[config.mk]
export PLATFORM = sky130hd
export DESIGN_NAME = pseudo_lru_array
export DESIGN_NICKNAME = d
export VERILOG_FILES = /design/src/rtl/pseudo_lru_pkg.sv /design/src/rtl/pseudo_lru_tree.sv /design/src/rtl/pseudo_lru_array.sv
export SDC_FILE = /design/constraint.sdc
export NUM_CORES = 1
export LEC_CHECK = 0
export BUFFER_PORTS_ARGS = -buffer_cell sky130_fd_sc_hd__buf_2
export CORE_AREA = 2 2 242 125
export DETAILED_ROUTE_END_ITERATION = 16
export DIE_AREA = 0 0 244 127
export SYNTH_ARGS = -nofsm -noshare
export SYNTH_HDL_FRONTEND = slang
export SYNTH_SLANG_ARGS = --single-unit
[constraint.sdc]
create_clock -name clk -period 5.7 [get_ports clk]
set_input_delay 0.855 -clock clk [delete_from_list [all_inputs] [get_ports clk]]
set_output_delay 0.855 -clock clk [all_outputs]
set_load 0.01 [all_outputs]
[src/rtl/pseudo_lru_pkg.sv]
// Shared types and tree helpers for the heap-indexed pseudo-LRU replacement unit.
// Trees are carried at a fixed maximum size; callers pass their real way count.
package pseudo_lru_pkg;

   localparam int PLRU_MAX_WAYS  = 64;
   localparam int PLRU_MAX_WAY_W = $clog2(PLRU_MAX_WAYS);
   localparam int PLRU_NODE_W    = PLRU_MAX_WAY_W + 1;

   // Bit i holds heap node i; bit 0 is never used.
   typedef logic [PLRU_MAX_WAYS-1:0]  plru_tree_t;
   typedef logic [PLRU_MAX_WAYS-1:0]  plru_valid_t;
   typedef logic [PLRU_MAX_WAY_W-1:0] plru_way_t;
   typedef logic [PLRU_NODE_W-1:0]    plru_node_t;

   function automatic plru_way_t plru_victim(input plru_tree_t  tree,
                                             input plru_valid_t valid,
                                             input plru_node_t  num_ways);
      plru_node_t node;
      plru_way_t  way;
      logic       found;
      found = 1'b0;
      way   = '0;
      for (int w = 0; w < PLRU_MAX_WAYS; w++) begin
         if (!found && (plru_node_t'(w) < num_ways) && !valid[w]) begin
            found = 1'b1;
            way   = plru_way_t'(w);
         end
      end
      // Walk: child index is 2*node + bit, i.e. shift in the node's bit.
      node = plru_node_t'(1);
      for (int l = 0; l < PLRU_MAX_WAY_W; l++) begin
         if (node < num_ways)
            node = {node[PLRU_MAX_WAY_W-1:0], tree[node[PLRU_MAX_WAY_W-1:0]]};
      end
      if (!found)
         way = plru_way_t'(node - num_ways);
      return way;
   endfunction

   function automatic plru_tree_t plru_update(input plru_tree_t tree,
                                              input plru_way_t  way,
                                              input plru_node_t num_ways);
      plru_tree_t t;
      plru_node_t node;
      t    = tree;
      node = num_ways + {1'b0, way};
      // Climb from the leaf; a left child (even index) makes its parent point right.
      for (int l = 0; l < PLRU_MAX_WAY_W; l++) begin
         if (node > plru_node_t'(1)) begin
            t[node[PLRU_NODE_W-1:1]] = ~node[0];
            node = node >> 1;
         end
      end
      return t;
   endfunction

endpackage

[src/rtl/pseudo_lru_tree.sv]
// Combinational view of one PLRU tree: invalid-first victim walk on walk_tree and
// a single-way MRU update applied to base_tree.
module pseudo_lru_tree #(
   parameter int NUM_WAYS = 8,
   parameter int WAY_W    = $clog2(NUM_WAYS)
) (
   input  logic [NUM_WAYS-1:1] walk_tree,
   input  logic [NUM_WAYS-1:0] way_valid,
   input  logic [NUM_WAYS-1:1] base_tree,
   input  logic                upd_use_victim,
   input  logic [WAY_W-1:0]    upd_way,
   output logic [WAY_W-1:0]    victim_way,
   output logic [NUM_WAYS-1:1] upd_tree
);
   import pseudo_lru_pkg::*;

   localparam plru_node_t WAYS_N = plru_node_t'(NUM_WAYS);

   plru_tree_t  walk_ext;
   plru_tree_t  base_ext;
   plru_tree_t  upd_ext;
   plru_valid_t valid_ext;
   plru_way_t   victim_ext;
   plru_way_t   upd_sel;
   logic        unused_ext;

   always_comb begin
      walk_ext                  = '0;
      walk_ext[NUM_WAYS-1:1]    = walk_tree;
      base_ext                  = '0;
      base_ext[NUM_WAYS-1:1]    = base_tree;
      valid_ext                 = '1;
      valid_ext[NUM_WAYS-1:0]   = way_valid;
      victim_ext                = plru_victim(walk_ext, valid_ext, WAYS_N);
      upd_sel                   = upd_use_victim ? victim_ext : plru_way_t'(upd_way);
      upd_ext                   = plru_update(base_ext, upd_sel, WAYS_N);
   end

   assign victim_way = victim_ext[WAY_W-1:0];
   assign upd_tree   = upd_ext[NUM_WAYS-1:1];

   // Bits beyond this tree's size are don't-care.
   assign unused_ext = ^{upd_ext, victim_ext};

endmodule

[src/rtl/pseudo_lru_array.sv]
// Per-set tree pseudo-LRU state with touch/commit updates and a registered,
// invalid-first victim answer one cycle after each request.
module pseudo_lru_array #(
   parameter int NUM_WAYS = 8,
   parameter int NUM_SETS = 16,
   parameter int WAY_W    = $clog2(NUM_WAYS),
   parameter int SET_W    = (NUM_SETS > 1) ? $clog2(NUM_SETS) : 1
) (
   input  logic                clk,
   input  logic                rst_n,
   input  logic                touch,
   input  logic [SET_W-1:0]    touch_set,
   input  logic [WAY_W-1:0]    touch_way,
   input  logic                victim_req,
   input  logic [SET_W-1:0]    victim_set,
   input  logic [NUM_WAYS-1:0] way_valid,
   input  logic                victim_commit,
   input  logic                flush,
   output logic                victim_valid,
   output logic [WAY_W-1:0]    victim_way
);
   import pseudo_lru_pkg::*;

   localparam logic [SET_W:0] SET_LIM = (SET_W+1)'(NUM_SETS);

   logic [NUM_WAYS-1:1] tree_q [NUM_SETS];

   logic                touch_ok;
   logic                vset_ok;
   logic                commit_ok;
   logic                same_set;
   logic [SET_W-1:0]    tset_eff;
   logic [SET_W-1:0]    vset_eff;
   logic [NUM_WAYS-1:1] vtree;
   logic [NUM_WAYS-1:1] ttree;
   logic [NUM_WAYS-1:1] touched_tree;
   logic [NUM_WAYS-1:1] commit_base;
   logic [NUM_WAYS-1:1] committed_tree;
   logic [WAY_W-1:0]    victim_p0;
   logic [WAY_W-1:0]    unused_touch_victim;
   logic                vld_p1;
   logic [WAY_W-1:0]    way_p1;

   // ---- stage p0: set decode, victim walk and tree updates
   assign touch_ok  = touch && ({1'b0, touch_set} < SET_LIM);
   assign vset_ok   = {1'b0, victim_set} < SET_LIM;
   assign tset_eff  = touch_ok ? touch_set : '0;
   assign vset_eff  = vset_ok ? victim_set : '0;
   assign commit_ok = victim_req && victim_commit && vset_ok;
   assign same_set  = touch_ok && (touch_set == victim_set);

   assign vtree = tree_q[vset_eff];
   assign ttree = tree_q[tset_eff];

   // Commit lands on top of a same-set touch, so it wins on shared nodes.
   assign commit_base = same_set ? touched_tree : vtree;

   pseudo_lru_tree #(.NUM_WAYS(NUM_WAYS), .WAY_W(WAY_W)) u_touch_tree (
      .walk_tree      (ttree),
      .way_valid      ({NUM_WAYS{1'b1}}),
      .base_tree      (ttree),
      .upd_use_victim (1'b0),
      .upd_way        (touch_way),
      .victim_way     (unused_touch_victim),
      .upd_tree       (touched_tree)
   );

   pseudo_lru_tree #(.NUM_WAYS(NUM_WAYS), .WAY_W(WAY_W)) u_victim_tree (
      .walk_tree      (vtree),
      .way_valid      (way_valid),
      .base_tree      (commit_base),
      .upd_use_victim (1'b1),
      .upd_way        ('0),
      .victim_way     (victim_p0),
      .upd_tree       (committed_tree)
   );

   always_ff @(posedge clk or negedge rst_n) begin
      if (!rst_n) begin
         tree_q <= '{default: '0};
      end else if (flush) begin
         tree_q <= '{default: '0};
      end else begin
         if (touch_ok)
            tree_q[tset_eff] <= touched_tree;
         if (commit_ok)
            tree_q[vset_eff] <= committed_tree;
      end
   end

   // ---- stage p1: registered victim answer
   always_ff @(posedge clk or negedge rst_n) begin
      if (!rst_n) begin
         vld_p1 <= 1'b0;
         way_p1 <= '0;
      end else begin
         vld_p1 <= victim_req;
         if (victim_req)
            way_p1 <= victim_p0;
      end
   end

   assign victim_valid = vld_p1;
   assign victim_way   = way_p1;

   a_touch_set_range: assert property (@(posedge clk) disable iff (!rst_n)
      touch |-> touch_ok);
   a_victim_set_range: assert property (@(posedge clk) disable iff (!rst_n)
      victim_req |-> vset_ok);

endmodule

# Yosys cells after proc, flatten, opt, wreduce, memory -nomap -nowiden
# Index checks and enable logic that the tools add are counted.
# Widths: inputs -> output; s select.
classes:
  addsub: 3
  n_lt_le_gt_ge: 50
  n_eq_ne: 1
  muxes: 107
  bitwise: 14
  reduce_logical: 36
op_table:
  columns: ["operator", "n"]
  rows:
  - ["$bwmux 64", 12]
  - ["$mux 64", 10]
  - ["$mux 112", 4]
  - ["$bwmux 112", 2]
  - ["$mux 7", 17]
  - ["$lt 6x7->1 const B", 13]
  - ["$gt 7x1->1 const B", 12]
  - ["$demux 1 s6", 12]
  - ["$ge 6x1->1 const B", 12]
  - ["$bmux 7 s4", 2]
  - ["$demux 7 s4", 2]
  - ["$mux 6", 9]
  - ["$mux 1", 27]
  - ["$bmux 1 s6", 4]
  - ["$logic_and 1x1->1", 23]
  - ["$mux 8", 2]
  - ["$logic_not 1->1", 13]
  - ["$not 1->1", 12]
  - ["$ge 5x5->1 const B", 2]
  - ["$lt 5x1->1 const B", 2]
  - ["$not 4->5", 2]
  - ["$mux 4", 2]
  - ["$add 4x6->7 const A", 1]
  - ["$lt 2x7->1 const B", 1]
  - ["13 further kinds", 13]
word_totals:
  regBits: 116
  inputBits: 25
  out_inout_bits: 4

# Longest topological paths before layout
# Gate-level depths: netlist of the first run.
logic_depth:
  word_depth: 42
  depth_mapped: 12

# Cells and area by module
# A second synthesis of the first run with hierarchy kept.
unflattened:
  hier_cells: 900
  area_unflattened_um2: 8689.6
by_module_without_submodules:
  columns: ["module", "n_inst", "cells_per_inst", "area_each_um2", "seq_area_each_um2"]
  rows:
  - ["pseudo_lru_array", 1, 828, 8057.7, 2902.8]
  - ["pseudo_lru_tree (u_victim_tree)", 1, 36, 316.6, 0.0]
  - ["pseudo_lru_tree (u_touch_tree)", 1, 36, 315.3, 0.0]

# Least setup slack after synthesis of the first run
# Ideal clock, no wire load.
synth_timing:
  path_type: "input -> register"
  startpoint: "input port victim_set[2]"
  endpoint: "register tree_q[43] (netlist name)"
  t_arrival_ns: 3.139
  setup_slack_ns: 2.434
  stages: 10
  cell_sequence: "buf_2 > mux4_2 > mux4_2 > or3_4 > nand2_2 > buf_6 > a31oi_2 > a21boi_4 > buf_4 > o22ai_1"
synth_between:
  elab_chain_len: 41
  elab_cells_between_ends: 97
synth_rtl:
  columns: ["item", "line_no", "source"]
  rows:
  - ["start: declaration", "pseudo_lru_array.sv:15", "input logic [SET_W-1:0] victim_set,"]
  - ["branches (longest 38 deep; another with $lt 2x4->1)", null, null]
  - ["$bwmux 112 (*)", "pseudo_lru_array.sv:87", "tree_q[vset_eff] <= committed_tree;"]
  - ["$mux 112 (*)", "pseudo_lru_array.sv:86", "if (commit_ok)"]
  - ["$mux 112 (*)", "pseudo_lru_array.sv:81", "end else if (flush) begin"]
  - ["end signal: indexed assignment", "pseudo_lru_array.sv:85", "tree_q[tset_eff] <= touched_tree;"]
  - ["end signal: indexed assignment", "pseudo_lru_array.sv:87", null]
  - ["end: declaration", "pseudo_lru_array.sv:26", "logic [NUM_WAYS-1:1] tree_q [NUM_SETS];"]
# Mark *: on every way between the ends. The select of a mux whose other input is x is not followed.
# A chain may end at the register's enable or synchronous reset.

# Worst setup path in the final report of the first run
layout_timing:
  startpoint: "input port victim_set[0]"
  endpoint: "register tree_q[12] (netlist name)"
# Same word-level chain as after synthesis.

==> metrics.yaml, run 1 <==
pwr:
  vdd_drop_max_v: 0.000148
  cellLeakagePower_nw: 3.43
  power.density_cell_area_nw_per_um2: 245
global_routing:
  grt_pass1_wl_um: 51600
  grt_overflow: 0
  grt_max_degree: 72
  grtUsageTotal_pct: 21.7
  antenna_found_initial: 1
  grt_pass1_vias: 8146
cells_and_area:
  drive_gt1_share_pct: 14.6
  diodes: 0
  nets: 952
  final_util_pct: 32.7
  nFillCells: 2954
  area_delta_synth_final_pct: 10.4
run:
  cap_viol_max_count: 0
detailed_routing:
  viasPerCell: 6.55
  wl_per_cell_um: 25.2
  totalWireLength_um: 33600
  drt_iter0_markers: 1420
  dr.pass1.iters: 5
  ant_nets: 0
  drc: 0
  vias: 8720
critical_path:
  r2r_cells: 7
  crit_fanout: 32
  critPathKind: "in2reg"
  r2r_setup_slack_ns: 2.14
  startpoint_type: "input pin"
  worstPathArrival_ns: 4.35
  required_ns: 5.97
  end_kind: "register"
clock_network:
  cts.sinks: 116
  ctsHoldBuffers: 0
  cts_setup_buffers: 0
  cts_buffer_depth: 2
  cts_buffers: 17
  clkTransAtPathRegs_ns: 0.06
  cts-resized-gates: 0
  clockRootBuffer: "clkbuf_16"
  clock_latency_ns: 0.44
  cts_tree: "yes"
  htreeDepth: 4
synth:
  ys_seq_elements: 116
  synth_edf_count: 0
  netlist_area_um2: 8500
  synth_nets: 987
  synth-main-ff-cell: "dfrtp_1"
  ys_warn_count: 0
  syn-instance-count: 962
  syn_area_per_cell_um2: 8.84
  netlist.area_leader.share_pct: 34.2
  async_reset_ff_share_pct: 100
  synthTopCellsByArea: "dfrtp_1 34%, mux4_2 8.2%, mux2i_1 4.8%"
  synth_sequential_area_ratio_pct: 34.2
  yosysTopAreaCell: "dfrtp_1"
  ys_types: 65
placed_design:
  gp_congestion: 0.943
  place_hpwl_um: 23600
  port_buffers: 28
sta:
  max_freq_mhz: 245
  final-hold-violation-count: 0
  post-route-period-util_pct: 71.5
  finalSetupViolations: 0
  relSlewSlack_pct: 16.1
  post-route-min-period_ns: 4.08
  rsz0062_at_grt: "no"
  setup_tns_ns: 0
  skew_ns: 0.0105
  finalMaxSlewViolations: 0
  worst_pin_slew_ns: 1.26
floorplan:
  io_pins: 29
  die_y_um: 127
  fp-row-count: 44
  die_area_um2: 31000
  dieWidth_um: 244
  initial_core_util_pct: 29.6
  core_area_um2: 28700
hold_path:
  hold_class: "reg2reg"
  hold_path_depth: 1
run_status:
  status: "completed"
## metal layers
layer  wire length (um)  up-vias  GRT usage (%)
met2              15700      576           34.8
li1                   -     3649              -
met3               3260       86           4.45
met1              13500     4407           28.9
met5                 13        -              0
met4               1030        2           8.61
## worst paths after layout
path | endpoint | startpoint
setup / recovery | tree_q[12] | victim_set[0]
hold / removal | victim_way[2] | victim_way[2]
setup reg to reg | tree_q[64] | tree_q[7]
hold reg to reg | victim_way[2] | victim_way[2]
max in group asynchronous | tree_q[99] | rst_n
min in group asynchronous | tree_q[65] | rst_n
## metrics by stage
stage / worst slack, ns / instances / hold slack, ns / area (um^2) / total power, mW
final: 1.62 / 1331 / 0.537 / 9380 / 2.30
after global routing: 1.36 / 1331 / 0.566 / 9380 / 2.36
after CTS: 1.70 / 1331 / 0.547 / 9380 / 2.29
after detailed placement: 1.24 / 1299 / 0.521 / 8820 / 1.24
after global placement: 1.29 / 1299 / 0.493 / 8820 / 1.23
after floorplan: 2.43 / 962 / 0.535 / 8500 / 1.11
## worst max-delay path: stages
cell	delay [ns]
buf_2	0.68
buf_4	0.33
mux4_2	0.58
a22oi_1	0.21
a21bo_2	0.18
a31oi_2	0.13
nand2b_1	0.78
a32oi_1	0.45
o31ai_1	0.11
## cell families after synthesis
group | Yosys count | share of synthesized area (%)
XOR/XNOR | 4 | 0.412
buffers and inverters | 109 | 5.61
multiplexers | 80 | 14.1
AO/OA/AOI/OAI | 306 | 26.3
flip-flops | 116 | 34.2
AND/OR/NAND/NOR | 347 | 19.4
## cell usage in the layout, fill, tap and decap left out, types with 4 or more instances in the layout
cell       instances
o22ai_1           35
clkinv_4           4
mux2i_1           41
nor3_1            11
nor2b_1           14
a311oi_1          15
a22oi_1           15
or2_2              8
mux2_2             8
o221ai_1           4
nand2_1           80
clkbuf_16         17
o311ai_1          15
a211oi_1          11
nand3_1           70
o31ai_1           18
buf_4             18
o32ai_1            5
a21oi_1           51
and2_1             4
o211ai_1          42
o21ai_1            4
nand2b_1          25
a221oi_1           6
dfrtp_1          116
nor2_1            99
inv_1             10
o22a_1             4
buf_2             27
or3_1             17
o21ai_0           22
mux4_2            31
a32oi_1           21
o311ai_0          15
## area by class of cell
class	count	area, um^2	area share (%)
sequential	116	2900	30.9
multi-input combinational	737	5120	54.6
clock buffer	21	460	4.91
clock inverter	11	104	1.11
inverter	10	37.5	0.400
timing repair buffer	45	270	2.88
tap	391	489	5.21
## cells in the mapped netlist (all sizes together), types with 12 or more instances
| library cell | instances |
|---|---|
| dfrtp | 116 |
| o311ai | 30 |
| a32oi | 21 |
| nor2 | 99 |
| o21ai | 26 |
| a21oi | 51 |
| nor2b | 14 |
| nor3 | 12 |
| a22oi | 15 |
| nand3 | 70 |
| o211ai | 42 |
| mux2i | 41 |
| a311oi | 15 |
| clkbuf | 62 |
| o22ai | 35 |
| nand2b | 26 |
| nand2 | 82 |
| mux4 | 31 |
| o31ai | 18 |
| buf | 37 |
| or3 | 18 |
## state kept, by name, indices dropped and copies added (netlist names)
name          flops
tree_q          112
victim_way        3
victim_valid      1
## where the power goes
group	leakage, nW	switching, mW	internal, mW
sequential	1.60	0.0234	0.847
clock	0.273	0.436	0.623
combinational	1.56	0.257	0.109
Power figures use the tool's default switching activity.
==> run 2, diff against run 1 <==
ABC_AREA = 1   (was unset)
clock period = 3.8 ns   (was 5.7 ns; I/O delays follow)
==> run 2 against run 1 <==
- routed wire length increased by 10%
- critical path depth is 8 higher
- non-clock buffer count increased by 30
- setup slack lost 0.79 ns
- via count increased by 9.7%
- final cell count up 32%
- highest routed layer is now met4
==> metrics.yaml, run 2 <==
run_status:
  status: "completed"
critical_path:
  required_ns: 4.18  # -1.79 ns
  r2r-end: "tree_q[11]"
  startpoint_type: "input pin"
  critPathSlowestCell: "nand3_2"
  crit_top_cell: "nand2_1"
  cp_cell_sequence: "buf_2 > buf_12 > nand2_1 > nand2_1 > nand2_1 > nand2_1 > nand2_1 > nand2_1 > nor2_2 > nand2_2 > nand2_4 > inv_2 > nor2_2 > nand3_2 > nand3_1 > nand2_1 > inv_1"
  critical_path.startpoint: "victim_set[0]"
  path_buf_inv: 4  # +2
  crit_fanout: 50  # +56%
  r2r_start: "tree_q[56]"
  worst_path_largest_cell_delay_ns: 0.58  # -0.20 ns
  worstPathArrival_ns: 3.35  # -1.00 ns
  end_kind: "register"
  critPathKind: "in2reg"
  r2r_setup_slack_ns: 0.93  # -1.21 ns
  r2r_cells: 15  # +8
  critPathTopFamily: "simple AND/OR/NAND/NOR gates"
sta:
  finalSetupViolations: 0  # unchanged
  worst_pin_slew_ns: 1.17  # -0.0929 ns
  relSlewSlack_pct: 22.2  # +6.1 points
  post-route-min-period_ns: 2.97
  setup_tns_ns: 0  # unchanged
  final-hold-violation-count: 0  # unchanged
  post-route-period-util_pct: 78.1
  finalMaxSlewViolations: 0  # unchanged
  max_freq_mhz: 337
  skew_ns: 0.00955  # -0.000935 ns
  hold_ws_ns: 0.213  # -0.324 ns
  rsz0062_at_grt: "no"
synth:
  yosysTopAreaCell: "dfrtp_1"
  netlist_area_um2: 8520  # +0.19%
  syn_area_per_cell_um2: 6.43  # -27%
  synth_edf_count: 0  # unchanged
  async_reset_ff_share_pct: 100  # unchanged
  synth_most_common_cell: "nand2_1"
  ys_seq_elements: 116  # unchanged
  synthTopCellsByArea: "dfrtp_1 34%, nand2_1 18%, a21oi_1 9.8%"
  ys_types: 43  # -34%
  synth_nets: 1349  # +37%
  ys_warn_count: 0  # unchanged
  syn-instance-count: 1324  # +38%
  ys_top_cells_by_count: "411 x nand2_1, 167 x a21oi_1, 140 x inv_1"
  synth_sequential_area_ratio_pct: 34.1  # -0.065 points
  netlist.area_leader.share_pct: 34.1  # -0.065 points
  synth-main-ff-cell: "dfrtp_1"
detailed_routing:
  viasPerCell: 5.43  # -17%
  drt_iter0_markers: 1295  # -8.8%
  wl_per_cell_um: 21.1  # -17%
  drc: 0  # unchanged
  totalWireLength_um: 37100  # +10%
  dr.pass1.iters: 6  # +1
  ant_nets: 0  # unchanged
  vias: 9563  # +9.7%
cells_and_area:
  final_area_um2: 9780  # +4.2%
  nets: 1381  # +45%
  area_delta_synth_final_pct: 14.8
  largest_register: "tree_q"
  largest_register_ffs: 112  # unchanged
  drive_gt1_share_pct: 11.1  # -3.5 points
  final_util_pct: 34.1  # +1.4 points
  final_cell_mix: "411 x nand2_1, 167 x a21oi_1, 140 x inv_1"
  mostFrequentLayoutCell: "nand2_1"
  diodes: 0  # unchanged
placed_design:
  gp_congestion: 1.01  # +7.4%
  port_buffers: 28  # unchanged
  dpl-instance-area_um2: 9170  # +4.0%
  place_hpwl_um: 25400  # +7.7%
floorplan:
  initial_core_util_pct: 29.7  # +0.057 points
  core_area_um2: 28700  # unchanged
  die_area_um2: 31000  # unchanged
  dieWidth_um: 244  # unchanged
  die_y_um: 127  # unchanged
  io_pins: 29  # unchanged
  fp-row-count: 44  # unchanged
clock_network:
  cts_tree: "yes"
  cts_buffers: 17  # unchanged
  cts-resized-gates: 0  # unchanged
  clockRootBuffer: "clkbuf_16"
  clkTransAtPathRegs_ns: 0.06  # about the same
  ctsHoldBuffers: 0  # unchanged
  cts.sinks: 116  # unchanged
  clock_latency_ns: 0.44  # about the same
  cts_buffer_depth: 2  # unchanged
  htreeDepth: 4  # unchanged
  cts_setup_buffers: 0  # unchanged
global_routing:
  grt_pass1_vias: 8742  # +7.3%
  grt_pass1_wl_um: 55800  # +8.2%
  antenna_found_initial: 0  # -1
  grtUsageTotal_pct: 24.0  # +2.3 points
  grt_max_degree: 89  # +24%
  grt_overflow: 0  # unchanged
pwr:
  vdd_drop_max_v: 0.000241  # +63%
  power.density_cell_area_nw_per_um2: 372  # +52%
  cellLeakagePower_nw: 4.61  # +34%
  finalPower_mw: 3.64  # +59%
hold_path:
  hold_class: "in2async"
run:
  cap_viol_max_count: 0  # unchanged
[run 2: cell type report]
| class | instances | area [um^2] |
|---|---|---|
| clock inverter | 14 | 179 |
| clock buffer | 18 | 429 |
| multi-input combinational | 990 | 4660 |
| tap | 391 | 489 |
| inverter | 156 | 588 |
| timing repair buffer | 75 | 533 |
| sequential | 116 | 2900 |
| fill | 3145 | 18900 |
[run 2: kinds of logic (layout without fill, tap and decap cells)]
group	after synthesis	after routing	share of synthesized area, %
xor+xnor	1	1	0.103
compound gates	358	358	23.2
flops	116	116	34.1
simple gates	631	631	31.3
buf+inv	218	263	11.2
[run 2: metrics by stage]
| stage | setup slack [ns] | instances |
|---|---|---|
| floorplan | 1.49 | 1324 |
| detailed placement | 0.479 | 1728 |
| global placement | 0.528 | 1728 |
| global route | 0.660 | 1760 |
| finish | 0.831 | 1760 |
| CTS | 0.925 | 1760 |
[run 2: worst max-delay path by stage]
stage	to	slack (ns)	depth (start not counted)
after detailed placement	tree_q[29]	0.48	17
final	tree_q[11]	0.83	17
after CTS	tree_q[29]	0.93	17
after global routing	tree_q[88]	0.66	17
after global placement	tree_q[29]	0.53	17
after floorplan	tree_q[75]	1.49	15
[run 2: worst reg2reg max path, stage by stage (launching register included)]
cell and delay [ns]:
dfrtp_1 0.41, nand2_1 0.14, nand2_1 0.09, nand2_1 0.06, nand2_1 0.05, nand2_1 0.07
nand2_1 0.08, nor2_2 0.17, nand2_2 0.08, nand2_4 0.21, inv_2 0.23, nor2_2 0.21
nand3_2 0.58, nand3_1 0.32, nand2_1 0.07, inv_1 0.05
[run 2: power breakdown]
group	switching, mW	internal [mW]
logic	0.458	0.163
clock network	0.678	1.04
registers	0.0333	1.27
[run 2: per-layer routing]
| metal | track usage (%) | routed length [um] | vias up |
|---|---|---|---|
| met5 | 0 | 0 | - |
| met4 | 9.18 | 1250 | 0 |
| met3 | 6.26 | 4460 | 86 |
| met2 | 34.5 | 15200 | 613 |
| met1 | 34.4 | 16100 | 4454 |
| li1 | - | - | 4410 |
==> run 3, diff against run 2 <==
ABC_AREA = 0   (was 1)
clock period = 2.9 ns   (was 3.8 ns; I/O delays follow)
==> run 3 against run 2 <==
- via count decreased by 4.4%
- power is 31% higher
- worst hold slack got worse by 0.17 ns
- non-clock buffer count grew 82
- final cell count shrank 18%
- largest cell class unchanged
==> metrics.yaml, run 3 (synthesized netlist as in run 1, its figures left out) <==
critical_path:
  required_ns: 3.19  # -0.99 ns
  critical_path.startpoint: "tree_q[14]"
  critPathKind: "reg2reg"
  worstPathArrival_ns: 3.16  # -0.19 ns
  r2r-end: "tree_q[3]"
  crit_fanout: 48  # -4.0%
  end_kind: "register"
  r2r_start: "tree_q[14]"
  r2r_cells: 7  # -8
  startpoint_type: "register"
  worstSetupEndpoint: "tree_q[3]"
  r2r_setup_slack_ns: 0.03  # -0.90 ns
clock_network:
  htreeDepth: 4  # unchanged
  clockRootBuffer: "clkbuf_16"
  cts-resized-gates: 0  # unchanged
  clock_latency_ns: 0.44  # about the same
  cts_buffers: 17  # unchanged
  cts_buffer_depth: 2  # unchanged
  cts_tree: "yes"
  cts_setup_buffers: 0  # unchanged
  ctsHoldBuffers: 0  # unchanged
  cts.sinks: 116  # unchanged
  clkTransAtPathRegs_ns: 0.06  # about the same
placed_design:
  dpl-instance-area_um2: 9850  # +7.4%
  place_hpwl_um: 27200  # +7.1%
  port_buffers: 28  # unchanged
  dp_cells: 1411  # -18%
  gp_congestion: 1.00  # -1.1%
sta:
  post-route-period-util_pct: 98.9
  finalSetupViolations: 0  # unchanged
  max_freq_mhz: 349
  finalMaxSlewViolations: 0  # unchanged
  post-route-min-period_ns: 2.87
  worst_pin_slew_ns: 0.992  # -0.173 ns
  relSlewSlack_pct: 33.8  # +12 points
  skew_ns: 0.0144  # +0.00490 ns
  rsz0062_at_grt: "no"
  final-hold-violation-count: 0  # unchanged
global_routing:
  grtUsageTotal_pct: 24.1  # about the same
  grt_overflow: 0  # unchanged
  met2_usage_pct: 35.3  # +0.84 points
  grt_max_degree: 56  # -37%
  use_met1_pct: 33.5  # -0.93 points
  antenna_found_initial: 0  # unchanged
  met3_usage_pct: 6.43  # +0.17 points
  grt_pass1_vias: 8699  # -0.49%
  grt.busiest_layer: "met2"
  grt_pass1_wl_um: 55900  # +0.20%
pwr:
  cellLeakagePower_nw: 4.06  # -12%
  vdd_drop_max_v: 0.000382  # +58%
  power.density_cell_area_nw_per_um2: 455  # +22%
run:
  cap_viol_max_count: 0  # unchanged
detailed_routing:
  totalWireLength_um: 36900  # -0.41%
  vias: 9142  # -4.4%
  wl_per_cell_um: 25.6  # +21%
  dr.pass1.iters: 6  # unchanged
  drc: 0  # unchanged
  ant_nets: 0  # unchanged
  drt_iter0_markers: 1501  # +16%
  viasPerCell: 6.34  # +17%
floorplan:
  core_area_um2: 28700  # unchanged
  die_area_um2: 31000  # unchanged
  die_y_um: 127  # unchanged
  initial_core_util_pct: 29.6  # -0.057 points
  dieWidth_um: 244  # unchanged
  io_pins: 29  # unchanged
  fp-row-count: 44  # unchanged
cells_and_area:
  final_util_pct: 36.4  # +2.3 points
  largest_register_ffs: 112  # unchanged
  mostFrequentLayoutCell: "dfrtp_1"
  drive_gt1_share_pct: 23.9  # +13 points
  stdcell_count: 1443  # -18%
  final_area_um2: 10400  # +6.7%
  nFillCells: 2848  # -9.4%
  largest_register: "tree_q"
  nets: 1064  # -23%
  final_cell_mix: "116 x dfrtp_1, 115 x buf_4, 99 x nor2_1"
  multiInputGateArea_um2: 5120  # +10%
  area_delta_synth_final_pct: 22.8
  regArea_um2: 2900  # unchanged
  diodes: 0  # unchanged
hold_path:
  hold_class: "in2async"
run_status:
  status: "completed"
run 3: changes by cell type in the layout (fill, tap and decap cells not counted), moves of 17 or more:
cell,previous run,this run
nand2_1,411,80
inv_1,140,10
a21oi_1,167,51
o21ai_0,99,22
buf_4,45,115
mux2i_1,0,41
mux4_2,0,31
o211ai_1,11,42
nand2b_1,0,24
a32oi_1,0,21
o311ai_1,0,19
o31ai_1,0,18
or3_1,0,17
run 3: where the power goes:
group	leakage, nW	internal (mW)	switching (mW)
logic	2.18	0.326	0.551
clock network	0.274	1.31	0.853
registers	1.60	1.67	0.0515
total	4.06	3.30	1.46
run 3: critical path, cell delays in order, from the launching register on:
cell and delay (ns):
dfrtp_1 0.43, mux4_2 0.48, mux4_2 0.58, or3_4 0.40, o22a_1 0.24, nand2_1 0.13, buf_12 0.23, o311ai_0 0.18
run 3: stage by stage:
step                      hold WS (ns)  setup TNS (ns)  worst slack (ns)  power, mW
after floorplan                  0.139               0            0.0537       2.18
after global placement           0.492          -15.93            -0.227       2.58
after detailed placement         0.494          -16.93            -0.304       2.59
after CTS                       0.0730               0            0.0705       4.73
after global routing             0.106               0           0.00799       4.89
final                           0.0413               0            0.0319       4.75
run 3: routing by layer:
metal	up-vias	wire length, um
li1	3872	-
met1	4529	15500
met2	657	15800
met3	84	4260
met4	0	1280
met5	-	0
run 3: final cells by class:
type / instances / share of cell area (%)
multi-input cells: 737 / 49.1
flip-flops and latches: 116 / 27.8
repair buffers: 157 / 12.4
well taps: 391 / 4.69
clock buffers: 20 / 4.38
clock inverters: 12 / 1.25
inverters: 10 / 0.360
run 3: worst min-delay path by stage:
stage,start,endpoint,slack (ns),cells past startpoint
final,rst_n,tree_q[63],0.04,1
after floorplan,rst_n,tree_q[0],0.14,0
after global routing,rst_n,tree_q[63],0.11,1
after CTS,rst_n,tree_q[63],0.07,1
after global placement,victim_way[1],victim_way[1],0.49,1
after detailed placement,victim_way[1],victim_way[1],0.49,1
